<file path="src/rtl/nibble_serial_adder_ctrl_if.sv">
// nibble_serial_adder_ctrl_if: request/result bundle for the nibble-serial adder; sub exists only with NSA_SUB_EN.
interface nibble_serial_adder_ctrl_if #(parameter int NIBBLES = 4);
  logic                   start;
  logic [4*NIBBLES-1:0]   a;
  logic [4*NIBBLES-1:0]   b;
  logic                   cin;
`ifdef NSA_SUB_EN
  logic                   sub;
`endif
  logic                   busy;
  logic                   done;
  logic [4*NIBBLES-1:0]   sum;
  logic                   cout;
`ifdef NSA_SUB_EN
  modport master (output start, a, b, cin, sub, input busy, done, sum, cout);
  modport slave  (input start, a, b, cin, sub, output busy, done, sum, cout);
`else
  modport master (output start, a, b, cin, input busy, done, sum, cout);
  modport slave  (input start, a, b, cin, output busy, done, sum, cout);
`endif
endinterface

</file>
<file path="src/rtl/nibble_serial_adder_ctrl.sv">
// nibble_serial_adder_ctrl: adds 4*NIBBLES-bit operands one nibble per cycle through a single fourbitadder.
// Define NSA_SUB_EN to add the sub port (a-b via inverted B and forced carry-in).
module fourbitadder (
  input  logic [3:0] a,
  input  logic [3:0] b,
  input  logic       cin,
  output logic [3:0] s,
  output logic       cout
);
  assign {cout, s} = {1'b0, a} + {1'b0, b} + {4'b0, cin};
endmodule

module nibble_serial_adder_ctrl #(
  parameter int NIBBLES = 4
) (
  input  logic                         clk,
  input  logic                         rst_n,
  nibble_serial_adder_ctrl_if.slave    bus
);
  localparam int W  = 4 * NIBBLES;
  localparam int IW = (NIBBLES > 1) ? $clog2(NIBBLES) : 1;
  typedef enum logic [1:0] {IDLE, RUN, DONE} state_t;
  state_t          state_q, state_d;
  logic [W-1:0]    a_q, a_d, b_q, b_d, sum_q, sum_d;
  logic [IW-1:0]   idx_q, idx_d;
  logic            carry_q, carry_d, cout_q, cout_d;
  logic [W-1:0]    b_in;
  logic            c_in, accept, last, add_c;
  logic [3:0]      add_s;
`ifdef NSA_SUB_EN
  assign b_in = bus.sub ? ~bus.b : bus.b;
  assign c_in = bus.sub | bus.cin;
`else
  assign b_in = bus.b;
  assign c_in = bus.cin;
`endif
  fourbitadder u_add (
    .a    (a_q[{idx_q, 2'b00} +: 4]),
    .b    (b_q[{idx_q, 2'b00} +: 4]),
    .cin  (carry_q),
    .s    (add_s),
    .cout (add_c)
  );
  assign accept = (state_q != RUN) && bus.start;
  assign last   = idx_q == IW'(NIBBLES - 1);
  always_comb begin
    state_d = state_q;
    a_d     = a_q;
    b_d     = b_q;
    sum_d   = sum_q;
    idx_d   = idx_q;
    carry_d = carry_q;
    cout_d  = cout_q;
    if (accept) begin
      state_d = RUN;
      a_d     = bus.a;
      b_d     = b_in;
      carry_d = c_in;
      idx_d   = '0;
    end else if (state_q == RUN) begin
      sum_d[{idx_q, 2'b00} +: 4] = add_s;
      carry_d = add_c;
      idx_d   = last ? idx_q : idx_q + IW'(1);
      cout_d  = last ? add_c : cout_q;
      state_d = last ? DONE : RUN;
    end else begin
      state_d = IDLE;
    end
  end
  always_ff @(posedge clk or negedge rst_n) begin
    if (!rst_n) begin
      state_q <= IDLE;
      a_q     <= '0;
      b_q     <= '0;
      sum_q   <= '0;
      idx_q   <= '0;
      carry_q <= 1'b0;
      cout_q  <= 1'b0;
    end else begin
      state_q <= state_d;
      a_q     <= a_d;
      b_q     <= b_d;
      sum_q   <= sum_d;
      idx_q   <= idx_d;
      carry_q <= carry_d;
      cout_q  <= cout_d;
    end
  end
  assign bus.busy = state_q == RUN;
  assign bus.done = state_q == DONE;
  assign bus.sum  = sum_q;
  assign bus.cout = cout_q;
endmodule

</file>
<file path="src/flat_wrapper.sv">
// flat-port wrapper written by rule: the top's interface ports become plain ports
module nibble_serial_adder_ctrl_flat 
#(
  parameter int NIBBLES = 4
)
  (clk, rst_n, bus_start, bus_a, bus_b, bus_cin, bus_busy, bus_done, bus_sum, bus_cout);
  nibble_serial_adder_ctrl_if #(.NIBBLES(NIBBLES)) bus_i ();
  input  logic clk;
  input  logic rst_n;
  input wire logic [$bits(bus_i.start)-1:0] bus_start;
  input wire logic [$bits(bus_i.a)-1:0] bus_a;
  input wire logic [$bits(bus_i.b)-1:0] bus_b;
  input wire logic [$bits(bus_i.cin)-1:0] bus_cin;
  output wire logic [$bits(bus_i.busy)-1:0] bus_busy;
  output wire logic [$bits(bus_i.done)-1:0] bus_done;
  output wire logic [$bits(bus_i.sum)-1:0] bus_sum;
  output wire logic [$bits(bus_i.cout)-1:0] bus_cout;
  assign bus_i.start = bus_start;
  assign bus_i.a = bus_a;
  assign bus_i.b = bus_b;
  assign bus_i.cin = bus_cin;
  assign bus_busy = bus_i.busy;
  assign bus_done = bus_i.done;
  assign bus_sum = bus_i.sum;
  assign bus_cout = bus_i.cout;
  nibble_serial_adder_ctrl #(.NIBBLES(NIBBLES)) u_core (.clk(clk), .rst_n(rst_n), .bus(bus_i));
endmodule
</file>
<file path="config.mk">
export PLATFORM = sky130hd
export DESIGN_NAME = nibble_serial_adder_ctrl_flat
export DESIGN_NICKNAME = d
export VERILOG_FILES = /design/src/rtl/nibble_serial_adder_ctrl_if.sv /design/src/rtl/nibble_serial_adder_ctrl.sv /design/src/flat_wrapper.sv
export SDC_FILE = /design/constraint.sdc
export NUM_CORES = 1
export LEC_CHECK = 0
export CAP_MARGIN = 20
export CORE_UTILIZATION = 35
export DETAILED_ROUTE_END_ITERATION = 10
export PLACE_DENSITY_LB_ADDON = 0.3
export SYNTH_ARGS = -nofsm -noshare
export SYNTH_HDL_FRONTEND = slang
export SYNTH_SLANG_ARGS = --single-unit
</file>
<file path="constraint.sdc">
create_clock -name clk -period 2.47 [get_ports clk]
set_clock_uncertainty 0.1 [all_clocks]
set_input_delay 0.494 -clock clk [delete_from_list [all_inputs] [get_ports clk]]
set_output_delay 0.494 -clock clk [all_outputs]
set_load 0.005 [all_outputs]
</file>
==> run metrics <==
vias 1673; GRT overflow 0; mean post-synth cell area 13.6 um^2; final worst slack 0.124 ns; r2r worst-path depth 7; die footprint 0.00743 mm^2; top cell family by delay on the critical path multiplexers; status finished, final reports clean; CP Launch Type flip-flop; RSZ-0062 raised after global routing no; CTS tree built; CP Depth 7; Post-Layout Cell Count 344; placed cells 335; Seq/Total Area, Yosys 0.544; top post-synthesis cells by area dfrtp_1 (54%), mux2_2 (15%), mux4_2 (7.3%); core area 0.00683 mm^2; # diodes 0; Final setup viols 0; Pwr per Cell Area 1400 mW/mm^2; Max Cap Viol 0; min-delay worst type primary input to asynchronous set/reset pin; Crit path arrival time 2.47 ns; CP required 2.60 ns; Post-Place Setup Slack 0.0101 ns; post-detailed-route count of antenna-violating nets 0; Hold Vio Cnt, Final 0; Slew HR 0.613; Fmax 0.426 GHz; Yosys reg bits 54; Top FF cell, synth dfrtp_1; Min Hold Slack 0.0720 ns; GRT Total Usage 0.157; crit path max-delay cell type mux4_2; setup_tns 0 ns; I/O pins 55; post-route DRC violation count 0; htree depth 2; most common cell in the netlist dfrtp_1; leakage power 1.41 nW; number of warnings issued by yosys 0; VDD IR max 0.608 mV; final WL 5.18 mm; DP HPWL 3.91 mm; Gate Count Post-Synth 182; worst slew pin tran 0.581 ns; ys async rst share 1.00; die width 86.2 um; worst path cell trace buf_4, mux4_2, ha_1, a211oi_2, nor3b_1, buf_4, o31ai_1; total CTS buffers 5; Max Root-Sink Buffers 2; initial DRC count 44; global-route wire length before repair 8.91 mm; share of layout cells above drive strength 1 0.282; Slew Limit Fails 0; GP Congestion 0.797; Clk pin slew, worst setup/hold paths 0.10 ns; vias in the first global route 1792; share of Yosys cell area claimed by the top area cell type 0.544; port bufs 54; clock sink count 54; WP buf/inv 2; TritonRoute pass-1 iters 4; Routed WL per cell 15.0 um; worst skew pair latency 0.31 ns; critical path peak fanout 6; fin crit period 2.35 ns; critical path type flip-flop to flip-flop; CP endpoint kind flip-flop; Crit path largest cell delay 0.53 ns; site row count 30; Area growth syn-to-layout 34.4%; syn nets 228; Most common cell on crit path buf_4; area leader, netlist dfrtp_1; die height 86.2 um; final core occ 0.488; Netlist cell types 32; largest net degree at the start of global routing 33; routed vias/inst 4.86; CTS root buf clkbuf_8; Initial Util 0.363; antenna violations before repair 0; fin nets 293; Synth top cells by count dfrtp_1 (54), mux2_2 (32), nand2_1 (16); Mapped Area 0.00248 mm^2; final worst path period share 0.950; number of synthesized flops with an enable pin 0
==> where the power goes <==
group	total, mW	internal (mW)	switching [mW]	leakage (nW)
clock	0.597	0.303	0.294	0.0514
combinational	2.53	1.34	1.19	0.692
sequential	1.54	1.29	0.248	0.667
==> path summary, 6_finish.rpt <==
kind / start / endpoint / slack [ns]
setup / recovery: u_core.idx_q[0] / u_core.bus.sum[7] / 0.12
hold / removal: rst_n / u_core.a_q[1] / 0.07
setup reg to reg: u_core.idx_q[0] / u_core.bus.sum[7] / 0.12
hold reg to reg: u_core.bus.sum[11] / u_core.bus.sum[11] / 0.39
max in group asynchronous: rst_n / u_core.b_q[9] / 1.62
min in group clk: u_core.bus.sum[11] / u_core.bus.sum[11] / 0.39
==> routing by layer <==
metal	share of wire	routed length, um	GRT usage
met5	0	0	0
met2	0.50	2600	0.267
met1	0.44	2280	0.204
met3	0.050	257	0.0362
met4	0.0087	45	0.0379
==> state kept, by name, summed over array words and instances (netlist names) <==
| register | cells |
|---|---|
| u_core.b_q | 16 |
| u_core.state_q | 2 |
| u_core.a_q | 16 |
| u_core.idx_q | 2 |
| u_core.bus.cout | 1 |
| u_core.carry_q | 1 |
| u_core.bus.sum | 16 |
==> worst reg2reg max path, cell delays in order (launching register included) <==
cell      delay (ns)
dfrtp_2         0.46
buf_4           0.14
mux4_2          0.53
ha_1            0.34
a211oi_2        0.25
nor3b_1         0.08
buf_4           0.15
o31ai_1         0.22
==> layout by cell type, fill, tap and decap left out, drive strengths merged <==
cell           netlist  final
buf                  4     10
mux4                 8      8
xor2                 1      1
o21ba                1      1
mux2                32     32
o22ai                1      1
mux2i                2      2
inv                 11     11
nand2               17     17
bufinv               0      1
clkdlybuf4s50        0     53
nand4                3      3
nand2b               3      3
a31oi                2      2
nor2b                5      5
fa                   2      2
o31ai                4      4
nand3b               4      4
nor3b                1      1
a211oi               2      2
or3                  1      1
a21oi                1      1
o21ai               12     12
ha                   8      8
clkbuf               1      6
dfrtp               54     54
clkinvlp             0      1
nor2                 1      1
o41ai                1      1
==> area by class of cell <==
type                            instances  area [um^2]
Inverter                               11         41.3
Tap cell                               96          120
Multi-Input combinational cell        112         1080
Fill cell                             647         3490
Clock inverter                          2         37.5
Sequential cell                        54         1350
Clock buffer                            6         72.6
Timing Repair Buffer                   63          632
==> cell families (layout without fill, tap and decap cells) <==
logic type / count (synthesis) / count (layout) / share of synthesized area
buf+inv: 16 / 82 / 0.0302
compound gates: 24 / 24 / 0.0615
xor+xnor: 1 / 1 / 0.00353
simple gates: 35 / 35 / 0.0781
flops: 54 / 54 / 0.544
fa+ha+maj: 10 / 10 / 0.0565
mux: 42 / 42 / 0.226
==> repair_timing <==
item | in CTS | in global routing
hold buffers | 0 | 0
resized for setup | 1 | 9
setup endpoints to repair | 1 | 12
setup buffers | 0 | 1
==> per-stage QoR <==
step                      instance area, um^2  power (mW)
final                                    3340        4.66
after global routing                     3340        5.05
after CTS                                3300        4.55
after detailed placement                 3190        3.94
after global placement                   3190        3.88
after floorplan                          2480        3.09
No activity file was read; power rests on OpenSTA's default activity.
